$ cat config.mk
export PLATFORM = sky130hd
export DESIGN_NAME = ram_poll_reader_flat
export DESIGN_NICKNAME = d
export VERILOG_FILES = /design/src/rtl/ram_poll_reader_if.sv /design/src/rtl/ram_poll_reader.sv /design/src/flat_wrapper.sv
export SDC_FILE = /design/constraint.sdc
export NUM_CORES = 1
export LEC_CHECK = 0
export BUFFER_PORTS_ARGS = -buffer_cell sky130_fd_sc_hd__buf_2
export CELL_PAD_IN_SITES_DETAIL_PLACEMENT = 0
export CELL_PAD_IN_SITES_GLOBAL_PLACEMENT = 1
export CORE_MARGIN = 4
export CORE_UTILIZATION = 38
export CTS_CLUSTER_DIAMETER = 100
export DETAILED_ROUTE_END_ITERATION = 8
export PLACE_DENSITY_LB_ADDON = 0.08
export SETUP_SLACK_MARGIN = 0.02
export SYNTH_ARGS = -nofsm -noshare
export SYNTH_HDL_FRONTEND = slang
export SYNTH_SLANG_ARGS = --single-unit
$ cat constraint.sdc
create_clock -name clk -period 1.9 [get_ports clk]
set_input_delay 0.285 -clock clk [delete_from_list [all_inputs] [get_ports clk]]
set_output_delay 0.285 -clock clk [all_outputs]
set_load 0.02 [all_outputs]
$ cat src/rtl/ram_poll_reader_if.sv
`default_nettype none
// ============================================================================
// Module   : ram_poll_reader_if
// Purpose  : Bundles the RAM read port and the sample-consumer handshake of
//            ram_poll_reader.
// Signals  : ram_addr     RAM read address (reader -> RAM)
//            ram_re       one-cycle read strobe (reader -> RAM)
//            ram_rdata    RAM read data (RAM -> reader)
//            ram_wr_busy  writer's write enable; blocks read issue
//            poll_now     request an immediate poll
//            data_out     sample presented to the consumer
//            data_valid   data_out valid
//            data_ready   consumer accepts data_out
//            data_changed data_out differs from the last accepted sample
//            overrun      sticky: an automatic poll tick was dropped
// Modports : master = reader side, slave = RAM/consumer side
// Revision : 1.0 - initial release
// ============================================================================
interface ram_poll_reader_if #(
  parameter int ADDR_W = 10,
  parameter int DATA_W = 8
);
  logic [ADDR_W-1:0] ram_addr;
  logic              ram_re;
  logic [DATA_W-1:0] ram_rdata;
  logic              ram_wr_busy;
  logic              poll_now;
  logic [DATA_W-1:0] data_out;
  logic              data_valid;
  logic              data_ready;
  logic              data_changed;
  logic              overrun;

  modport master (
    output ram_addr, ram_re, data_out, data_valid, data_changed, overrun,
    input  ram_rdata, ram_wr_busy, poll_now, data_ready
  );

  modport slave (
    input  ram_addr, ram_re, data_out, data_valid, data_changed, overrun,
    output ram_rdata, ram_wr_busy, poll_now, data_ready
  );
endinterface
`default_nettype wire

$ cat src/rtl/ram_poll_reader.sv
`default_nettype none
// ============================================================================
// Module   : ram_poll_reader
// Purpose  : Periodically reads the switch mailbox word at POLL_ADDR through a
//            synchronous RAM read port and hands each sample to a consumer
//            over a valid/ready handshake. Reads are deferred while the writer
//            is active; automatic polls that arrive while busy are dropped and
//            flagged on the sticky overrun output.
// Ports    : clk  - system clock, rising edge
//            rst  - asynchronous reset, active-high
//            bus  - ram_poll_reader_if.master (RAM read port + consumer side)
// Options  : POLL_CHANGE_FILTER_EN - when defined, a sample equal to the last
//            accepted one is not presented (only first/new values reach the
//            consumer).
// Revision : 1.0 - initial release
// ============================================================================
module ram_poll_reader #(
  parameter int ADDR_W    = 10,
  parameter int DATA_W    = 8,
  parameter int POLL_ADDR = 562,
  parameter int POLL_DIV  = 1000,
  parameter int RD_LAT    = 1
) (
  input wire                 clk,
  input wire                 rst,
  ram_poll_reader_if.master  bus
);

  localparam int DIV_W = (POLL_DIV > 1) ? $clog2(POLL_DIV) : 1;
  localparam int LAT_W = (RD_LAT > 1) ? $clog2(RD_LAT) : 1;

  localparam logic [DIV_W-1:0]  c_DIV_LAST  = DIV_W'(POLL_DIV - 1);
  localparam logic [LAT_W-1:0]  c_LAT_INIT  = LAT_W'(RD_LAT - 1);
  localparam logic [ADDR_W-1:0] c_POLL_ADDR = ADDR_W'(POLL_ADDR);

  typedef enum logic [1:0] {
    S_IDLE  = 2'd0,
    S_ISSUE = 2'd1,
    S_WAIT  = 2'd2,
    S_HOLD  = 2'd3
  } state_t;

  state_t              r_state;
  state_t              w_state_nxt;
  logic [DIV_W-1:0]    r_div_cnt;
  logic [LAT_W-1:0]    r_lat_cnt;
  logic [DATA_W-1:0]   r_data_out;
  logic [DATA_W-1:0]   r_last_val;
  logic                r_first;
  logic                r_changed;
  logic                r_overrun;

  logic                w_tick;
  logic                w_ram_re;
  logic                w_capture;
  logic                w_accept;
  logic                w_skip;
  logic                w_changed_new;

  assign w_tick        = (r_div_cnt == c_DIV_LAST);
  assign w_changed_new = (bus.ram_rdata != r_last_val) | r_first;

`ifdef POLL_CHANGE_FILTER_EN
  // A repeat of the last accepted value is swallowed; data_out already holds
  // that value, so capturing it anyway leaves the outputs unchanged.
  assign w_skip = ~r_first & (bus.ram_rdata == r_last_val);
`else
  assign w_skip = 1'b0;
`endif

  // State register
  always_ff @(posedge clk or posedge rst) begin
    if (rst) begin
      r_state <= S_IDLE;
    end else begin
      r_state <= w_state_nxt;
    end
  end

  // Next-state and strobes
  always_comb begin
    w_state_nxt = r_state;
    w_ram_re    = 1'b0;
    w_capture   = 1'b0;
    w_accept    = 1'b0;
    case (r_state)
      S_IDLE: begin
        // tick and poll_now together still yield a single poll
        if (w_tick || bus.poll_now) begin
          w_state_nxt = S_ISSUE;
        end
      end
      S_ISSUE: begin
        // retry every cycle until the writer releases the RAM
        if (!bus.ram_wr_busy) begin
          w_ram_re    = 1'b1;
          w_state_nxt = S_WAIT;
        end
      end
      S_WAIT: begin
        // lat_cnt reaches zero exactly RD_LAT cycles after ram_re
        if (r_lat_cnt == '0) begin
          w_capture   = 1'b1;
          w_state_nxt = w_skip ? S_IDLE : S_HOLD;
        end
      end
      S_HOLD: begin
        if (bus.data_ready) begin
          w_accept    = 1'b1;
          w_state_nxt = S_IDLE;
        end
      end
      default: begin
        w_state_nxt = S_IDLE;
      end
    endcase
  end

  // Divider, latency counter and sample datapath
  always_ff @(posedge clk or posedge rst) begin
    if (rst) begin
      r_div_cnt  <= '0;
      r_lat_cnt  <= '0;
      r_data_out <= '0;
      r_last_val <= '0;
      r_first    <= 1'b1;
      r_changed  <= 1'b0;
      r_overrun  <= 1'b0;
    end else begin
      r_div_cnt <= w_tick ? '0 : (r_div_cnt + DIV_W'(1));

      // any tick outside IDLE is lost, including one coinciding with accept
      if (w_tick && (r_state != S_IDLE)) begin
        r_overrun <= 1'b1;
      end

      if (w_ram_re) begin
        r_lat_cnt <= c_LAT_INIT;
      end else if ((r_state == S_WAIT) && (r_lat_cnt != '0)) begin
        r_lat_cnt <= r_lat_cnt - LAT_W'(1);
      end

      if (w_capture) begin
        r_data_out <= bus.ram_rdata;
        r_changed  <= w_changed_new;
      end

      if (w_accept) begin
        r_last_val <= r_data_out;
        r_first    <= 1'b0;
        r_changed  <= 1'b0;
      end
    end
  end

  assign bus.ram_addr     = c_POLL_ADDR;
  assign bus.ram_re       = w_ram_re;
  assign bus.data_out     = r_data_out;
  assign bus.data_valid   = (r_state == S_HOLD);
  assign bus.data_changed = r_changed;
  assign bus.overrun      = r_overrun;

endmodule
`default_nettype wire
$ cat src/flat_wrapper.sv
// flat-port wrapper written by rule: the top's interface ports become plain ports
module ram_poll_reader_flat 
#(
  parameter int ADDR_W    = 10,
  parameter int DATA_W    = 8,
  parameter int POLL_ADDR = 562,
  parameter int POLL_DIV  = 1000,
  parameter int RD_LAT    = 1
)
  (clk, rst, bus_ram_addr, bus_ram_re, bus_data_out, bus_data_valid, bus_data_changed, bus_overrun, bus_ram_rdata, bus_ram_wr_busy, bus_poll_now, bus_data_ready);
  ram_poll_reader_if #(.ADDR_W(ADDR_W), .DATA_W(DATA_W)) bus_i ();
  input wire clk;
  input wire rst;
  output wire logic [$bits(bus_i.ram_addr)-1:0] bus_ram_addr;
  output wire logic [$bits(bus_i.ram_re)-1:0] bus_ram_re;
  output wire logic [$bits(bus_i.data_out)-1:0] bus_data_out;
  output wire logic [$bits(bus_i.data_valid)-1:0] bus_data_valid;
  output wire logic [$bits(bus_i.data_changed)-1:0] bus_data_changed;
  output wire logic [$bits(bus_i.overrun)-1:0] bus_overrun;
  input wire logic [$bits(bus_i.ram_rdata)-1:0] bus_ram_rdata;
  input wire logic [$bits(bus_i.ram_wr_busy)-1:0] bus_ram_wr_busy;
  input wire logic [$bits(bus_i.poll_now)-1:0] bus_poll_now;
  input wire logic [$bits(bus_i.data_ready)-1:0] bus_data_ready;
  assign bus_ram_addr = bus_i.ram_addr;
  assign bus_ram_re = bus_i.ram_re;
  assign bus_data_out = bus_i.data_out;
  assign bus_data_valid = bus_i.data_valid;
  assign bus_data_changed = bus_i.data_changed;
  assign bus_overrun = bus_i.overrun;
  assign bus_i.ram_rdata = bus_ram_rdata;
  assign bus_i.ram_wr_busy = bus_ram_wr_busy;
  assign bus_i.poll_now = bus_poll_now;
  assign bus_i.data_ready = bus_data_ready;
  ram_poll_reader #(.ADDR_W(ADDR_W), .DATA_W(DATA_W), .POLL_ADDR(POLL_ADDR), .POLL_DIV(POLL_DIV), .RD_LAT(RD_LAT)) u_core (.clk(clk), .rst(rst), .bus(bus_i));
endmodule
Word level (Yosys, flattened, before mapping)
Index checks and enable logic that the tools add are counted.
W data, S select, Z words.

operators by class
  muxes and demuxes = 16
  reductions and logical operators = 8
  $mul = 0
  shift-type cells = 0
  $add $sub $neg = 2
  equality and inequality tests = 9
  divide/modulo/power cells = 0
  order comparisons = 0
  bitwise gates (word level) = 1

operators by type and width
  kind                     number
  $add A10 B1 Y10 const B  1
  $eq A10 B10 Y1 const B   1
  $mux W1                  10
  $mux W10                 1
  $mux W2                  4
  $ne A8 B8 Y1             1
  $pmux W2 S4              1
  $reduce_bool A2 Y1       3
  $eq A2 B2 Y1 const B     2
  $ne A2 B1 Y1 const B     2
  $ne A2 B2 Y1 const B     2
  $reduce_and A4 Y1        1
  $eq A2 B1 Y1 const B     1
  $logic_and A1 B1 Y1      2
  $logic_not A2 Y1         1
  $logic_or A1 B1 Y1       1
  $or A1 B1 Y1             1
  $sub A1 B1 Y1 const B    1

word-level totals
  bits in writable memories = 0
  word-level logic and storage cells = 44
  input bits = 13
  ROM bits = 0
  memories = 0
  output and inout port bits = 22
  register bits = 32
  bits in latches = 0

Depth between registers and ports, before layout
Gate-level depths: netlist (run 1).

  depth in word-level cells = 4
  gate-level depth with buffers = 7
  gate-level depth less buffers = 6

Worst setup path after synthesis (run 1)
Ideal clock, no wire load.

  kind = reg-to-reg
  start = register u_core.r_div_cnt[0]
  end = register u_core.r_state[1]
  slack = 0.123 ns
  clock period less this slack = 1.777 ns
  cell stages (with the launch flop) = 7
  buffers on the path = 1
  arrival time = 1.652 ns
  setup time = 0.125 ns
  data required time = 1.775 ns
  cell sequence = dfrtp_1 > ha_1 > and4_1 > and3_1 > buf_6 > o31a_4 > mux2_4

between the ends
  word-level cells in the longest chain between the ends = 4

ends and longest elaborated chain
  item                         RTL line                RTL
  start: declaration           ram_poll_reader.sv:45   logic [DIV_W-1:0] r_div_cnt;
  start signal: assignment     ram_poll_reader.sv:130  r_div_cnt <= w_tick ? '0 : (r_div_cnt + DIV_W'(1));
  $eq A10 B10 Y1               ram_poll_reader.sv:60   assign w_tick = (r_div_cnt == c_DIV_LAST);
  $logic_or A1 B1 Y1           ram_poll_reader.sv:89   if (w_tick || bus.poll_now) begin
  $ne A2 B1 Y1 (no line)       -
  $reduce_and A4 Y1 (no line)  -
  end signal: assignment       ram_poll_reader.sv:76   r_state <= w_state_nxt;
  end: declaration             ram_poll_reader.sv:43   state_t r_state;

Every way passes these cells.
A chain may end at the register's enable or synchronous reset.

Worst setup path in the final report (run 1)
Same ends and word-level chain as after synthesis.

==> summary by stage, run 1 <==
Clocking
Clock latency on the worst-skew pair, taken at its later pin, is 0.28 ns. The clock tree buffer depth is 2. The number of levels in the clock H-tree is 2. Counting every sink on the clock net gives 32. The post-cts gate resize count is 0. Buffers inserted to repair hold after CTS numbered 0. CTS placed an instance of sky130_fd_sc_hd__clkbuf_8 at the clock tree root. The clock tree from TritonCTS is done. The clock input transition at the sequential cells of the worst setup and hold paths is 0.07 ns. The number of clock buffers added by TritonCTS is 5.

The post-CTS setup repair buffer count is 0.

Yosys
The yosys synthesis warning count is 0. In the synthesized netlist the async set-or-reset flop fraction comes to 100%. The predominant post-synthesis flop cell is sky130_fd_sc_hd__dfrtp_1. Yosys attributes the largest share of cell area to sky130_fd_sc_hd__dfrtp_1 (49%), sky130_fd_sc_hd__mux2_2 (11%), sky130_fd_sc_hd__buf_4 (4.8%). The sequential fraction of the synthesis area is 51.0%.

The count of flip-flops with a built-in enable after synthesis is 0. Sorting the synthesized cells by how often they occur yields sky130_fd_sc_hd__dfrtp_1 (31), sky130_fd_sc_hd__mux2_2 (16), sky130_fd_sc_hd__buf_4 (10), sky130_fd_sc_hd__xnor2_1 (7). The most frequent cell after synthesis is sky130_fd_sc_hd__dfrtp_1. The gate count of the mapped netlist is 131. The synthesized design contains 32 register bits. After synthesis the cells add up to 1570 sq um. The per-instance average area after synthesis is 12.0 sq um. Counting distinct cell types in the post-synthesis netlist gives 35.

In this run the biggest area consumer among cell types represents 49.4% of the synthesized area. sky130_fd_sc_hd__dfrtp_1 takes more of the synthesized area than any other cell.

Worst setup path
The endpoint kind of the worst setup timing path is a register. The worst setup path is launched from a register. The type of the setup path with the least slack is reg2reg.

Along the worst path, the maximum fanout reaches 4. The data required time at the worst endpoint is 2.07 ns. The worst register-to-register path has a depth of 5.

The critical path arrival is 1.90 ns.

Timing
The ratio of final minimum period to clock period is 91.1%. The worst relative slew slack is 59.7%. Setup violations remaining at the end of the flow were counted as 0. Setup repair after global routing left no endpoint under its margin. The number of failing hold endpoints at the final stage was 0. The summed negative setup slack over all endpoints is 0 ns. Hold is met by 0.0625 ns. The actual slew at the worst max-slew pin is 0.604 ns. The final count of pins violating max slew came to 0. The final setup skew is 0.00403 ns. After layout, the minimum clock period comes to 1.73 ns. The top achievable clock speed is 578 MHz.

Power
The share of total power dissipated in the clock network is 24.0%. Per report_power, the combinational group accounts for 37.0% of the total. The internal power of the cells is 1.77 mW. Net switching is 33.2% of the power. The analysis attributes to cell leakage a power of 0.891 nW. Summing internal, switching and leakage power gives 2.65 mW. Sequential cells burn 39.0% of the power.

VDD sags by at most 0.497 mV. The power per cell area is 1440 nW/um^2. The analysis attributes to net switching a power of 0.879 mW.

GRT
The first global-routing pass estimated 4.81 mm of wire. After global routing the overflow that remains totals 0. The via count of the first global-routing pass is 1,070. Across every metal layer, demand over resource in global routing totals 12.0%. Entering global routing, the biggest net connects 19 pins. The number of antenna violations at the first check in global routing is 0.

Placement
The total cell area at the placement stage is 1740 sq um. The number of placed instances, taps included, is 205. The congestion estimate from routability-driven global placement came to 0.732. Detailed placement finished with a half-perimeter wire length of 2.12 mm. Input and output buffers added on the ports amount to 24.

Route
The number of DRC markers after the initial detailed-route iteration is 66. After detailed routing, the number of remaining DRC violations is 0. The routed length per instance is 13.2 um. The number of vias per cell after detailed routing is 4.78. The count of TritonRoute iterations in the first routing pass is 4.

The count of nets left with antenna violations once routing finished came out at 0. The total wire length is 2.80 mm. The final route contains 1,019 vias.

Final layout
The area growth from synthesis to final layout is 17.4%. For this run, the number of standard cells in the final layout without fillers is 213. The total number of nets in the final design is 181. Counting the fill cells in the layout gives 386. The proportion of layout cells with a drive suffix above 1 is 33.7%.

Summing all non-filler instances in the final layout gives an area of 1840 sq um. The number of antenna diodes in the final layout is 0.

Floorplanning
35 I/O pins were placed. The number of rows in the core area is 23. The die covers 5230 sq um. The die is 72.3 um tall. The die is 72.3 um wide. For this configuration, the core starts out at a cell density of 39.3%.

The core region is 4000 sq um.

Run
Max-cap violations in this run came to 0.

Worst hold path
The type of the worst min-delay path is in2async.

Outcome
The run finished with clean final reports.
[metal layers]
layer	share of wire, %	global-route usage, %
met1	43	14.2
met2	49	19.2
met3	5.5	4.43
met4	1.9	5.64
met5	0	0
[worst max-delay path, stage by stage (launching register included)]
cell and delay [ns]:
sky130_fd_sc_hd__dfrtp_1 0.41, sky130_fd_sc_hd__ha_1 0.26, sky130_fd_sc_hd__and4_1 0.19, sky130_fd_sc_hd__and3_1 0.19, sky130_fd_sc_hd__o31a_4 0.29, sky130_fd_sc_hd__mux2_4 0.29
[state kept, by name, indices dropped and copies added (netlist names)]
signal                   count
u_core.r_div_cnt            10
u_core.bus.data_out          8
u_core.r_last_val            8
u_core.r_state               2
u_core.bus.data_changed      1
u_core.bus.overrun           1
u_core.r_first               1
u_core.r_lat_cnt             1
[logic make-up after synthesis]
kind of cell	count (synthesis)	share of synthesized area [%]
multiplexers	19	13.7
XOR/XNOR	12	6.69
AO/OA/AOI/OAI	13	6.29
other	2	0.478
flip-flops	32	51.0
buffers and inverters	17	6.93
adder cells (fa/ha/maj)	6	4.78
AND/OR/NAND/NOR	30	10.1
[power groups by stage]
stage | Sequential (mW) | Clock [mW] | Combinational, mW
2_1_floorplan | 1.15 | 0 | 0.628
3_3_place_gp | 1.03 | 0 | 0.968
3_5_place_dp | 1.05 | 0 | 0.997
4_1_cts | 1.04 | 0.657 | 1.00
5_1_grt | 1.06 | 0.702 | 1.07
6_report | 1.03 | 0.635 | 0.981
[path summary, 6_finish.rpt]
| check | startpoint | to | slack, ns |
|---|---|---|---|
| worst max-delay path | u_core.r_div_cnt[0]$_DFF_PP0_ | u_core.r_state[1]$_DFFE_PP0P_ | 0.17 |
| worst min-delay path | rst | u_core.bus.data_out[6]$_DFFE_PP0P_ | 0.06 |
| worst max register to register | u_core.r_div_cnt[0]$_DFF_PP0_ | u_core.r_state[1]$_DFFE_PP0P_ | 0.17 |
| worst min register to register | u_core.bus.overrun$_DFFE_PP0P_ | u_core.bus.overrun$_DFFE_PP0P_ | 0.46 |
| max in group asynchronous | rst | u_core.r_div_cnt[6]$_DFF_PP0_ | 1.32 |
| min in group clk | bus_ram_rdata[6] | u_core.bus.data_out[6]$_DFFE_PP0P_ | 0.26 |
[per-stage QoR]
stage / util, % / worst slack (ns)
floorplan: - / 0.123
global placement: 43.4 / 0.184
detailed placement: 43.4 / 0.162
CTS: 46.1 / 0.153
global route: 46.1 / 0.107
finish: 46.1 / 0.169
[final cells by class]
type                    instances  area (sq um)  area share [%]
flip-flops and latches         32           802            43.5
multi-input cells              90           691            37.4
repair buffers                 28           163            8.82
clock buffers                   6          72.6            3.93
well taps                      50          62.6            3.39
clock inverters                 2          35.0            1.90
inverters                       5          18.8            1.02
[layout by cell type (no fill, tap or decap), types with 5 or more instances in the layout]
cell                       count
sky130_fd_sc_hd__buf_2        24
sky130_fd_sc_hd__nand2_1       6
sky130_fd_sc_hd__inv_1         5
sky130_fd_sc_hd__nand3_1       5
sky130_fd_sc_hd__xor2_1        5
sky130_fd_sc_hd__conb_1       10
sky130_fd_sc_hd__dfrtp_1      31
sky130_fd_sc_hd__ha_1          6
sky130_fd_sc_hd__clkbuf_8      5
sky130_fd_sc_hd__xnor2_1       7
sky130_fd_sc_hd__mux2_2       16
Note: power is estimated with default switching activity, not from simulation.
==> inputs of run 2 (changes only) <==
- PLACE_DENSITY_LB_ADDON: 0.08 -> 0.1
==> run 2 against run 1 <==
First-iteration DRC count fell by 12%. Clock power fell by 17%. Total power fell by 4.4%. Critical path type unchanged. Largest cell class unchanged. Largest power group unchanged. Highest routed layer unchanged.
==> summary by stage, run 2 (synthesis results as in run 1) <==
Clocking
The clock tree buffer depth was 2 (unchanged). The total CTS buffers is 5 (unchanged). TritonCTS built the clock tree. In this run the clock root is driven by a sky130_fd_sc_hd__clkbuf_8. The number of levels in the clock H-tree was 2 (unchanged).

The total clock sinks is 32 (unchanged). The post-cts hold buffer count is 0 (unchanged). The post-cts gate resize count is 0 (unchanged).

The post-CTS setup repair buffer count was 0 (unchanged). The clock input transition at the sequential cells of the worst setup and hold paths came to 0.06 ns (about the same). The clock insertion delay at the later pin of the skew report was 0.28 ns (about the same).

Final layout
The flip-flop count of the largest register after layout was 10 (unchanged). u_core.r_div_cnt holds more flip-flops than any other register. The core occupancy in the finished layout is 45.4% (-0.75 points). The proportion of layout cells with a drive suffix above 1 is 33.1% (-0.61 points). The register area was 802 sq um (unchanged).

The antenna cell count is 0 (unchanged). The commonest non-fill, non-tap cell in the layout is sky130_fd_sc_hd__dfrtp_1. The total area of multi-input combinational cells was 691 sq um (unchanged). In the layout the commonest cells are sky130_fd_sc_hd__dfrtp_1 (31), sky130_fd_sc_hd__buf_2 (24), sky130_fd_sc_hd__mux2_2 (16), sky130_fd_sc_hd__conb_1 (10), sky130_fd_sc_hd__xnor2_1 (7).

The total number of nets in the final design is 181 (unchanged). The area growth from synthesis to final layout is 15.4%. The count of fill cells added during filler insertion came to 393 (+1.8%).

Route
The routed length per instance was 13.0 um (-1.1%). The number of DRC markers after the initial detailed-route iteration is 58 (-12%). The count of nets left with antenna violations after detail routing came to 0 (unchanged). The number of vias per cell after detailed routing is 4.76 (-0.49%).

The number of remaining DRC errors was 0 (unchanged). The total wire length is 2.77 mm (-1.1%). The via count was 1,014 (-0.49%). The count of TritonRoute iterations in the first routing pass came to 4 (unchanged).

Timing
The final setup skew is 0.00370 ns (-0.000334 ns). The top achievable clock speed was 578 MHz (about the same). The final count of pins violating max slew is 0 (unchanged). The summed negative setup slack over all endpoints is 0 ns (unchanged).

The number of failing hold endpoints at the final stage was 0 (unchanged). Setup repair after global routing left no endpoint under its margin. The ratio of final minimum period to clock period was 91.1% (about the same). The final setup violation count is 0 (unchanged). The final critical path time including I/O delays and setup is 1.73 ns (+0.000224 ns).

Worst setup path
The critical path buffer and inverter count came to 0 (unchanged). The critical path arrival is 1.90 ns (about the same). The data required time at the worst endpoint is 2.07 ns (about the same). The library cell contributing the largest single delay on the critical path is sky130_fd_sc_hd__dfrtp_1. The largest delay contributor family on the critical path is flip-flops.

The largest stage delay on the critical path is 0.41 ns (about the same). The type of the setup path with the least slack is reg2reg. The cell count of the worst reg-to-reg path is 5 (unchanged). The endpoint kind of the worst setup timing path is a register. The startpoint type of the worst setup path is a register. The largest fanout on the critical path came to 4 (unchanged). The cell count along the critical path is 5 (unchanged). Traced cell by cell, the critical path runs through ha_1 -> and4_1 -> and3_1 -> o31a_4 -> mux2_4.

Floorplanning
The die span in x is 72.3 um (unchanged). The total core area is 4000 sq um (unchanged). The die outline height came to 72.3 um (unchanged). The number of rows in the core area was 23 (unchanged). The total I/O pin count was 35 (unchanged).

The effective utilization at floorplan is 39.3% (unchanged). The die area is 5230 sq um (unchanged).

Run
The max-cap violation count was 0 (unchanged).

Power
The worst-case vdd ir drop is 0.517 mV (+4.0%). The power per cell area is 1400 nW/um^2 (-2.8%). The reported leakage power came to 0.877 nW (-1.6%).

GRT
The via count of the first global-routing pass came to 1,007 (-5.9%). The global routing stage identified its most utilized layer as met2. The global route total overflow is 0 (unchanged). The wire length of the first global-routing pass is 4.65 mm (-3.3%). The met1 global-route usage is 14.5% (+0.33 points).

The global-route usage over all layers is 11.9% (-0.10 points). The met2 track demand over resource is 18.0% (-1.2 points). The number of antenna violations at the first check in global routing is 0 (unchanged).

The met3 routing resource usage after global routing is 3.46% (-0.97 points). The maximum number of pins on one net before global-route repair is 33 (+14).

Placement
The routability congestion estimate is 0.750 (+2.5%). The quantity of I/O buffers inserted on ports is 24 (unchanged). The detailed placer's ending HPWL is 2.05 mm (-3.3%).

Outcome
The flow ran to the end, and the final reports show no timing, DRC or antenna violations.

Worst hold path
The type of the worst min-delay path is in2async.
-- run 2: changes by cell type in the layout (fill, tap and decap cells not counted), sizes merged --
cell,previous run,this run
clkbuf,6,8
bufinv,1,0
clkinv,1,0
-- run 2: worst reg2reg max path, stage by stage (launching register included) --
cell                      delay (ns)
sky130_fd_sc_hd__dfrtp_1        0.41
sky130_fd_sc_hd__ha_1           0.26
sky130_fd_sc_hd__and4_1         0.18
sky130_fd_sc_hd__and3_1         0.19
sky130_fd_sc_hd__o31a_4         0.29
sky130_fd_sc_hd__mux2_4         0.29
-- run 2: cell type report --
type	instances	share of cell area, %
clock buffer	8	4.97
sequential	32	44.2
inverter	5	1.03
multi-input combinational	90	38.1
tap	50	3.45
timing repair buffer	28	8.28
-- run 2: metal layers --
metal	vias up	wire length [um]	part of all wire, %
met4	0	58	2.1
met5	-	0	0
met2	21	1330	48
met3	7	162	5.8
li1	495	-	-
met1	491	1220	44
-- run 2: worst paths after layout --
kind / start / to / slack, ns
setup / recovery: u_core.r_div_cnt[0]$_DFF_PP0_ / u_core.r_state[1]$_DFFE_PP0P_ / 0.17
hold / removal: rst / u_core.r_last_val[1]$_DFFE_PP0P_ / 0.08
setup reg to reg: u_core.r_div_cnt[0]$_DFF_PP0_ / u_core.r_state[1]$_DFFE_PP0P_ / 0.17
hold reg to reg: u_core.bus.overrun$_DFFE_PP0P_ / u_core.bus.overrun$_DFFE_PP0P_ / 0.46
max in group asynchronous: rst / u_core.r_first$_DFFE_PP1P_ / 1.50
min in group clk: bus_ram_rdata[0] / u_core.bus.data_out[0]$_DFFE_PP0P_ / 0.27
-- run 2: stage by stage --
stage / cells / total power, mW / setup WS, ns / cell area, sq um / hold slack [ns]
floorplan: 139 / 1.77 / 0.123 / 1600 / 0.400
global placement: 205 / 2.00 / 0.186 / 1720 / 0.387
detailed placement: 205 / 2.04 / 0.171 / 1720 / 0.393
CTS: 213 / 2.58 / 0.161 / 1810 / 0.0859
global route: 213 / 2.72 / 0.101 / 1810 / 0.103
finish: 213 / 2.53 / 0.168 / 1810 / 0.0758
-- run 2: report_power, final --
| part | leakage [nW] | switching [mW] | internal [mW] |
|---|---|---|---|
| clock | 0.0455 | 0.230 | 0.295 |
| combinational | 0.444 | 0.494 | 0.483 |
| sequential | 0.387 | 0.136 | 0.896 |
